==> src/rtl/cfg_pkg.sv <==
// cfg_pkg: shared definitions for the serial configuration loader.
//   cfg_state_e : loader FSM states
//   START_BIT   : value of the bit that opens a frame
//   frame_len() : accepted bits per frame (start + index + payload + parity)
package cfg_pkg;

    typedef enum logic [2:0] {
        ST_IDLE,
        ST_IDX,
        ST_DATA,
        ST_PAR,
        ST_WRITE
    } cfg_state_e;

    localparam logic START_BIT = 1'b1;

    function automatic int frame_len(input int idx_w, input int cfg_w);
        return 1 + idx_w + cfg_w + 1;
    endfunction

endpackage

==> src/rtl/cfg_shift_reg.sv <==
// cfg_shift_reg: MSB-first serial-in shift register with a running parity.
//   clk_i      : clock
//   clr_i      : clears contents and parity (takes priority over shift)
//   shift_en_i : shift bit_i in at the LSB end
//   bit_i      : serial input bit
//   data_o     : W-bit register contents, first bit shifted in ends up at the MSB
//   par_o      : XOR of every bit shifted in since the last clear
module cfg_shift_reg #(
    parameter int W = 20
) (
    input  logic         clk_i,
    input  logic         clr_i,
    input  logic         shift_en_i,
    input  logic         bit_i,
    output logic [W-1:0] data_o,
    output logic         par_o
);

    logic [W-1:0] data_q, data_d;
    logic         par_q, par_d;

    always_comb begin
        data_d = data_q;
        par_d  = par_q;
        if (clr_i) begin
            data_d = '0;
            par_d  = 1'b0;
        end else if (shift_en_i) begin
            data_d = {data_q[W-2:0], bit_i};
            par_d  = par_q ^ bit_i;
        end
    end

    // Datapath only: the loader clears it at every start bit, so no reset is needed.
    always_ff @(posedge clk_i) begin
        data_q <= data_d;
        par_q  <= par_d;
    end

    assign data_o = data_q;
    assign par_o  = par_q;

endmodule

==> src/rtl/cfg_loader.sv <==
// cfg_loader: deframes a bit-serial configuration stream and writes one
// CFG_W-bit word to the addressed block with a one-cycle one-hot strobe.
//   clk_i, reset_i : clock, synchronous active-high reset
//   bit_i, valid_i : serial stream bit and its qualifier
//   ready_o        : a bit is accepted this cycle when valid_i && ready_o
//   wr_en_o        : one-hot write strobe, one bit per target block
//   bits_o         : last written payload, stable between writes
//   err_o          : one-cycle pulse for a rejected frame (parity or index)
//   busy_o         : a frame is in progress
//   wr_cnt_o       : successful write count, saturating at 255
module cfg_loader
    import cfg_pkg::*;
#(
    parameter int CFG_W   = 18,
    parameter int NUM_BLK = 4,
    parameter int IDX_W   = (NUM_BLK > 1) ? $clog2(NUM_BLK) : 1
) (
    input  logic               clk_i,
    input  logic               reset_i,
    input  logic               bit_i,
    input  logic               valid_i,
    output logic               ready_o,
    output logic [NUM_BLK-1:0] wr_en_o,
    output logic [CFG_W-1:0]   bits_o,
    output logic               err_o,
    output logic               busy_o,
    output logic [7:0]         wr_cnt_o
);

    localparam int SR_W  = IDX_W + CFG_W;
    localparam int MAX_W = (IDX_W > CFG_W) ? IDX_W : CFG_W;
    localparam int CNT_W = $clog2(MAX_W + 1);

    localparam logic [CNT_W-1:0] IDX_LAST  = CNT_W'(IDX_W - 1);
    localparam logic [CNT_W-1:0] DATA_LAST = CNT_W'(CFG_W - 1);
    // One extra bit so NUM_BLK == 2**IDX_W is representable.
    localparam logic [IDX_W:0]   BLK_LIMIT = (IDX_W + 1)'(NUM_BLK);

    cfg_state_e         state_q, state_d;
    logic [CNT_W-1:0]   cnt_q, cnt_d;
    logic [NUM_BLK-1:0] wr_en_q, wr_en_d;
    logic [CFG_W-1:0]   bits_q, bits_d;
    logic               err_q, err_d;
    logic [7:0]         wr_cnt_q, wr_cnt_d;

    logic               accept;
    logic               sr_clr, sr_shift;
    logic [SR_W-1:0]    sr_data;
    logic               sr_par;
    logic [IDX_W-1:0]   frame_idx;
    logic [CFG_W-1:0]   frame_pay;

    // Index and payload share one shift register; the index lands in the top bits.
    cfg_shift_reg #(.W(SR_W)) u_sr (
        .clk_i      (clk_i),
        .clr_i      (sr_clr),
        .shift_en_i (sr_shift),
        .bit_i      (bit_i),
        .data_o     (sr_data),
        .par_o      (sr_par)
    );

    assign frame_idx = sr_data[SR_W-1:CFG_W];
    assign frame_pay = sr_data[CFG_W-1:0];
    assign accept    = valid_i && (state_q != ST_WRITE);

    always_comb begin
        state_d  = state_q;
        cnt_d    = cnt_q;
        wr_en_d  = '0;
        err_d    = 1'b0;
        bits_d   = bits_q;
        wr_cnt_d = wr_cnt_q;
        sr_clr   = 1'b0;
        sr_shift = 1'b0;
        unique case (state_q)
            ST_IDLE: begin
                // Zeros here are line padding and are simply dropped.
                if (accept && bit_i == START_BIT) begin
                    state_d = ST_IDX;
                    cnt_d   = '0;
                    sr_clr  = 1'b1;
                end
            end
            ST_IDX: begin
                if (accept) begin
                    sr_shift = 1'b1;
                    if (cnt_q == IDX_LAST) begin
                        state_d = ST_DATA;
                        cnt_d   = '0;
                    end else begin
                        cnt_d = cnt_q + CNT_W'(1);
                    end
                end
            end
            ST_DATA: begin
                if (accept) begin
                    sr_shift = 1'b1;
                    if (cnt_q == DATA_LAST) begin
                        state_d = ST_PAR;
                        cnt_d   = '0;
                    end else begin
                        cnt_d = cnt_q + CNT_W'(1);
                    end
                end
            end
            ST_PAR: begin
                if (accept) begin
                    cnt_d = '0;
                    // Strobe, payload and count are registered here so they are
                    // all visible during the single WRITE cycle.
                    if ((sr_par ^ bit_i) == 1'b0 && {1'b0, frame_idx} < BLK_LIMIT) begin
                        state_d = ST_WRITE;
                        wr_en_d = NUM_BLK'(1) << frame_idx;
                        bits_d  = frame_pay;
                        if (wr_cnt_q != 8'hFF) begin
                            wr_cnt_d = wr_cnt_q + 8'd1;
                        end
                    end else begin
                        state_d = ST_IDLE;
                        err_d   = 1'b1;
                    end
                end
            end
            ST_WRITE: begin
                state_d = ST_IDLE;
                cnt_d   = '0;
            end
            default: begin
                state_d = ST_IDLE;
                cnt_d   = '0;
            end
        endcase
    end

    always_ff @(posedge clk_i) begin
        if (reset_i) begin
            state_q  <= ST_IDLE;
            cnt_q    <= '0;
            wr_en_q  <= '0;
            bits_q   <= '0;
            err_q    <= 1'b0;
            wr_cnt_q <= '0;
        end else begin
            state_q  <= state_d;
            cnt_q    <= cnt_d;
            wr_en_q  <= wr_en_d;
            bits_q   <= bits_d;
            err_q    <= err_d;
            wr_cnt_q <= wr_cnt_d;
        end
    end

    assign ready_o  = (state_q != ST_WRITE);
    assign busy_o   = (state_q != ST_IDLE);
    assign wr_en_o  = wr_en_q;
    assign bits_o   = bits_q;
    assign err_o    = err_q;
    assign wr_cnt_o = wr_cnt_q;

endmodule

==> config.mk <==
export PLATFORM = sky130hd
export DESIGN_NAME = cfg_loader
export DESIGN_NICKNAME = d
export VERILOG_FILES = /design/src/rtl/cfg_pkg.sv /design/src/rtl/cfg_shift_reg.sv /design/src/rtl/cfg_loader.sv
export SDC_FILE = /design/constraint.sdc
export NUM_CORES = 1
export LEC_CHECK = 0
export BUFFER_PORTS_ARGS = -buffer_cell sky130_fd_sc_hd__buf_2
export CAP_MARGIN = 25
export CORE_ASPECT_RATIO = 0.8
export CORE_UTILIZATION = 50
export CTS_BUF_LIST = sky130_fd_sc_hd__clkbuf_8
export CTS_CLUSTER_SIZE = 24
export DETAILED_ROUTE_END_ITERATION = 10
export HOLD_SLACK_MARGIN = 0.02
export PLACE_DENSITY = 0.74
export REMOVE_ABC_BUFFERS = 1
export SYNTH_ARGS = -nofsm -noshare
export SYNTH_HDL_FRONTEND = slang
export SYNTH_SLANG_ARGS = --single-unit
export TNS_END_PERCENT = 10
==> constraint.sdc <==
create_clock -name clk_i -period 2.3 [get_ports clk_i]
set_input_delay 0 -clock clk_i [delete_from_list [all_inputs] [get_ports clk_i]]
set_output_delay 0 -clock clk_i [all_outputs]
set_load 0.02 [all_outputs]
==> flow_summary.yaml, run 1 <==
timing:
  slew_viol_final: 0
  tns_ns: 0
  finalCritPeriodShare_pct: 83.3
  period_minus_slack_ns: 1.92
  max_freq_mhz: 522
  rsz0062_at_grt: "false"
  setup_ws_ns: 0.385
  fin_worst_skew_ns: 0.00373
  worstMarginPinSlew_ns: 0.645
  setup_viol: 0
  relSlewSlack_pct: 56.9
  hold_viol: 0
clock_network:
  cts_tree: "done"
  cts_inserted_buffers: 9
  numClockSinks: 60
  clk_path_buf_depth: 2
  clkLatencyLatePin_ns: 0.33
  h-tree-depth: 3
  cts_setup_buffers: 0
  hold_buffers: 0
  clock-root-buffer: "clkbuf_8"
  path_clk_slew_ns: 0.06
  cts-resized-gates: 0
setup_path:
  startpoint: "state_q[1]"
  cp_data_arrival_time_ns: 2.13
  startpoint_type: "register"
  cp_data_required_time_ns: 2.52
  crit_path_end: "wr_cnt_o[7]"
  reg2reg_to: "wr_cnt_o[7]"
  cp_max_fo: 14
  regToRegSetupSlack_ns: 0.38
  r2r_start: "state_q[1]"
  critPathKind: "reg2reg"
  endpoint_kind: "register"
  ff2ff_path_depth: 4
synth:
  synthCells: 271
  syn_area_per_cell_um2: 8.97
  yosysSeqAreaShare_pct: 49.4
  synthFlopType: "dfxtp_1"
  yosysUniqueCellTypes: 40
  synth_edf_count: 0
  ys_ff_latch: 60
  syn_area_um2: 2430
  synthArstFlopShare_pct: 0
  yosys_warnings: 0
floorplan:
  io_pins: 37
  rows: 22
  die_x_um: 79.9
  start_util_pct: 52.5
  fp.coreArea_um2: 4620
  die_h_um: 64.4
  dieArea_um2: 5140
drt:
  drtIter0Drc: 69
  via_per_inst: 5.28
  wl_mm: 4.56
  drt_first_pass_iters: 4
  detail-route-antenna-nets: 0
  routedWlPerCell_um: 12.3
  drcViolationCount: 0
  vias: 1965
power_and_ir_drop:
  vdd_ir_drop_max_mv: 0.462
  finalPower_mw: 2.17
  p_per_area_nw_per_um2: 756
  power_leakage_nw: 1.18
placed_design:
  post-dp-hpwl_mm: 2.92
  numPortBuffers: 36
  gp_congestion: 0.781
  place_ws_ns: 0.416
grt:
  grt_pass1_vias: 1667
  grt_max_degree: 24
  antenna_found_initial: 0
  grt-ovfl-total: 0
  grt_pass1_wl_mm: 7.68
  track_usage_pct: 19.8
flow_run:
  cap_violations: 0
layout:
  multi_input_area_um2: 1140
  area_growth_syn_to_layout_pct: 18.3
  fill_cells: 418
  layout.nets: 314
  drive_gt1_share_pct: 20.2
  diodes: 0
  regArea_um2: 1200
status:
  status: "complete, no violations"
worst_hold_path:
  hp-class: "in2reg"
==> cell type report <==
type / count / share of cell area, %
flip-flops and latches: 60 / 41.8
multi-input cells: 190 / 39.8
repair buffers: 41 / 7.58
clock buffers: 10 / 4.79
clock inverters: 6 / 2.74
well taps: 60 / 2.61
inverters: 5 / 0.653
==> metrics by stage <==
stage / instances / utilization, % / cell area (um2) / hold slack (ns)
finish: 372 / 62.1 / 2870 / 0.0461
global route: 372 / 62.1 / 2870 / 0.0535
floorplan: 255 / - / 2360 / 0.0691
CTS: 372 / 62.1 / 2870 / 0.0360
detailed placement: 356 / 57.5 / 2660 / 0.390
global placement: 356 / 57.5 / 2660 / 0.373
==> cells in the mapped netlist (all sizes together), types with 3 or more instances <==
cell type | instances | share of area (%)
a21oi | 27 | 5.6
buf | 8 | 1.6
ha | 3 | 1.5
clkbuf | 8 | 1.2
nor3 | 5 | 1.0
nor2 | 12 | 1.9
dfxtp | 60 | 49
nand2 | 46 | 7.1
nor2b | 20 | 5.1
nand3 | 7 | 1.4
o22a | 18 | 6.5
nor3b | 4 | 1.2
o21ai | 7 | 1.4
xor2 | 5 | 1.8
or3 | 7 | 1.8
and2 | 3 | 0.77
inv | 5 | 0.77
==> cells by family after synthesis <==
group,count (synthesis),share of synthesized area (%)
and+or+nand+nor,116,24.9
AOI/OAI and AO/OA,62,17.1
DFF,60,49.4
buffers and inverters,21,3.66
xor gates and xnor gates,7,2.52
adders and majority gates,3,1.54
muxes,2,0.875
==> how the worst min path moves through the flow <==
| stage | startpoint | to | depth (start not counted) |
|---|---|---|---|
| floorplan | reset_i | wr_cnt_o[2] | 1 |
| global placement | bit_i | u_sr.data_o[0] | 3 |
| detailed placement | bit_i | u_sr.data_o[0] | 3 |
| CTS | bit_i | u_sr.data_o[0] | 3 |
| global route | bit_i | u_sr.data_o[0] | 3 |
| finish | bit_i | u_sr.data_o[0] | 3 |
==> placed cells by master (no fill, tap or decap), drive strengths merged, types with 4 or more instances in the layout <==
cell type / n
clkbuf: 10
nand3: 7
nor2: 12
nand2: 46
xor2: 5
or3: 7
o22a: 18
nor3b: 4
inv: 6
dfxtp: 60
nor2b: 20
a21oi: 27
nor3: 5
buf: 41
o21ai: 7
==> report_power, final <==
part	switching, mW	internal, mW	total, mW
sequential	0.0149	1.05	1.07
clock	0.383	0.629	1.01
combinational	0.0628	0.0316	0.0944
total	0.461	1.71	2.17
==> routing by layer <==
| layer | GRT usage (%) | vias up | wire length (um) |
|---|---|---|---|
| met5 | 0 | - | 0 |
| met4 | 8.71 | 0 | 36 |
| met3 | 7.43 | 6 | 195 |
| met2 | 29.5 | 44 | 2040 |
| met1 | 25.4 | 906 | 2290 |
| li1 | - | 1009 | - |
==> worst max-delay path: stages, from the launching register on <==
cell,delay (ns)
dfxtp_1,0.62
nand4b_4,0.20
a211o_4,0.39
nor4_2,0.24
mux2_2,0.36
==> registers in the layout (all words and copies together), names as in the netlist <==
signal	cells
bits_o	18
cnt_q	5
err_o	1
state_q	3
u_sr.data_o	20
u_sr.par_o	1
wr_cnt_o	8
wr_en_o	4
(Power assumes the default switching activity.)
==> inputs of run 2 (changes only) <==
--- a/config.mk
+++ b/config.mk
@@ -5,6 +5,7 @@
 export SDC_FILE = /design/constraint.sdc
 export NUM_CORES = 1
 export LEC_CHECK = 0
+export ABC_AREA = 1
 export BUFFER_PORTS_ARGS = -buffer_cell sky130_fd_sc_hd__buf_2
 export CAP_MARGIN = 25
 export CORE_ASPECT_RATIO = 0.8
@@ -13,7 +14,7 @@
 export CTS_CLUSTER_SIZE = 24
 export DETAILED_ROUTE_END_ITERATION = 10
 export HOLD_SLACK_MARGIN = 0.02
-export PLACE_DENSITY = 0.74
+export PLACE_DENSITY = 0.73
 export REMOVE_ABC_BUFFERS = 1
 export SYNTH_ARGS = -nofsm -noshare
 export SYNTH_HDL_FRONTEND = slang
==> constraint.sdc (replaced) <==
create_clock -name clk_i -period 1.8 [get_ports clk_i]
set_input_delay 0 -clock clk_i [delete_from_list [all_inputs] [get_ports clk_i]]
set_output_delay 0 -clock clk_i [all_outputs]
set_load 0.02 [all_outputs]
==> run 2 against run 1 <==
  * Sequential power increased by 62%
  * Area after synthesis rose by 3.2%
  * Die area is 3.1% higher
  * Sequential share of layout area down 0.96 points
  * Clock power up 14%
  * Worst hold slack better by 0.41 ns
  * Synthesized cell count is 31% higher
  * Global-route usage rose by 1.3 points
  * Non-clock buffer count rose by 2
  * Via count up 13%
  * Final cell count up 24%
  * Maximum frequency grew 23%
  * Largest cell class unchanged
  * Highest routed layer unchanged
==> flow_summary.yaml, run 2 <==
status:
  status: "complete, no violations"
layout:
  fill_cells: 449
  stdcell_count: 461
  final_area_um2: 2940
  final_common_cell: "nand2_1"
  area_growth_syn_to_layout_pct: 17.3
  largest_register_ffs: 20
  layout.nets: 404
  final_cell_mix: "nand2_1 (96), dfxtp_1 (60), nor2_1 (58), inv_1 (38), buf_2 (36)"
  diodes: 0
  utilization_pct: 62.5
  drive_gt1_share_pct: 16.0
synth:
  yosysMostFrequentCell: "nand2_1"
  synth_edf_count: 0
  synthArstFlopShare_pct: 0
  synth_largest_area_cell: "dfxtp_1"
  synthCells: 354
  yosys-top-cells-count: "nand2_1 (96), dfxtp_1 (60), nor2_1 (58)"
  yosysSeqAreaShare_pct: 47.9
  yosys-top-cells-area: "dfxtp_1 (48%), nand2_1 (14%), nor2_1 (8.7%), o21ai_0 (6.2%), inv_1 (5.7%)"
  yosys_warnings: 0
  syn_area_um2: 2510
  ys_ff_latch: 60
  yosysUniqueCellTypes: 25
  synth_top_area_share_pct: 47.9
  synthFlopType: "dfxtp_1"
  syn_area_per_cell_um2: 7.08
drt:
  wl_mm: 4.92
  via_per_inst: 4.80
  vias: 2212
  drtIter0Drc: 133
  detail-route-antenna-nets: 0
  drt_first_pass_iters: 4
  routedWlPerCell_um: 10.7
  drcViolationCount: 0
timing:
  holdWs_ns: 0.452
  setup_viol: 0
  finalCritPeriodShare_pct: 86.4
  rsz0062_at_grt: "false"
  worstMarginPinSlew_ns: 0.454
  setup_ws_ns: 0.245
  hold_viol: 0
  relSlewSlack_pct: 69.6
  slew_viol_final: 0
  max_freq_mhz: 643
  fin_worst_skew_ns: 0.00542
  tns_ns: 0
  period_minus_slack_ns: 1.56
power_and_ir_drop:
  power_leakage_nw: 1.58
  internal_power_mw: 2.41
  p_per_area_nw_per_um2: 1150
  finalPower_mw: 3.38
  vdd_ir_drop_max_mv: 0.790
  clkPwrFrac_pct: 34.1
  swShare_pct: 28.6
  combPwrFrac_pct: 14.6
  p_sw_uw: 969
  power_frac_seq_pct: 51.3
clock_network:
  cts_tree: "done"
  cts-resized-gates: 0
  hold_buffers: 3
  numClockSinks: 60
  clkLatencyLatePin_ns: 0.33
  path_clk_slew_ns: 0.06
  cts_inserted_buffers: 9
  cts_setup_buffers: 0
  h-tree-depth: 3
  clk_path_buf_depth: 2
  clock-root-buffer: "clkbuf_8"
placed_design:
  numPortBuffers: 36
  placed_cells: 443
  gp_congestion: 0.843
  place_ws_ns: 0.274
  post-dp-hpwl_mm: 3.19
  placed_area_um2: 2720
floorplan:
  dieArea_um2: 5300
  start_util_pct: 53.3
  io_pins: 37
  die_x_um: 81.2
  fp.coreArea_um2: 4710
  rows: 22
  die_h_um: 65.3
setup_path:
  startpoint_type: "register"
  cp_data_arrival_time_ns: 1.82
  critPathKind: "reg2reg"
  ff2ff_path_depth: 7
  cp_max_fo: 19
  endpoint_kind: "register"
  cp_data_required_time_ns: 2.07
worst_hold_path:
  holdPathStages: 1
  hp-class: "reg2reg"
grt:
  grt_pass1_vias: 1840
  antenna_found_initial: 0
  track_usage_pct: 21.1
  grt_max_degree: 27
  grt_pass1_wl_mm: 8.31
  grt-ovfl-total: 0
flow_run:
  cap_violations: 0
[run 2: critical path: stages (launching register included)]
cell	delay [ns]
dfxtp_1	0.39
nor2_1	0.20
nand2_1	0.10
nand2_1	0.09
nand2_2	0.16
inv_2	0.31
nand2_1	0.10
a21oi_1	0.12
[run 2: path summary, 6_finish.rpt]
kind | startpoint | end | slack (ns)
worst max-delay path | state_q[2] | u_sr.par_o | 0.24
worst min-delay path | u_sr.data_o[19] | wr_en_o[1] | 0.45
worst max register to register | state_q[2] | u_sr.par_o | 0.24
worst min register to register | u_sr.data_o[19] | wr_en_o[1] | 0.45
[run 2: layout make-up]
type                    instances  area [um2]  area share (%)
clock buffers                  10         138            4.68
clock inverters                 5        52.6            1.79
well taps                      60        75.1            2.55
inverters                      41         154            5.23
repair buffers                 43         240            8.17
flip-flops and latches         60        1200            40.8
multi-input cells             242        1080            36.8
[run 2: kinds of logic (layout without fill, tap and decap cells)]
family	count (synthesis)	in the layout	synth area share, %
buffers and inverters	52	99	8.98
xor gates and xnor gates	4	4	1.40
and+or+nand+nor	181	181	29.4
adders and majority gates	3	3	1.50
AOI/OAI and AO/OA	54	54	10.8
DFF	60	60	47.9
[run 2: layer usage]
metal | track usage (%) | routed length [um] | part of all wire, %
met1 | 26.7 | 2470 | 50
met2 | 32.6 | 2080 | 42
met3 | 7.08 | 290 | 5.9
met4 | 8.93 | 69 | 1.4
met5 | 0 | 0 | 0
[run 2: power groups by stage]
stage | registers [mW] | clock network [mW] | logic (mW)
3_3_place_gp | 1.76 | 0 | 0.478
3_5_place_dp | 1.75 | 0 | 0.490
4_1_cts | 1.73 | 1.19 | 0.498
2_1_floorplan | 1.72 | 0 | 0.376
5_1_grt | 1.77 | 1.24 | 0.565
6_report | 1.73 | 1.15 | 0.494
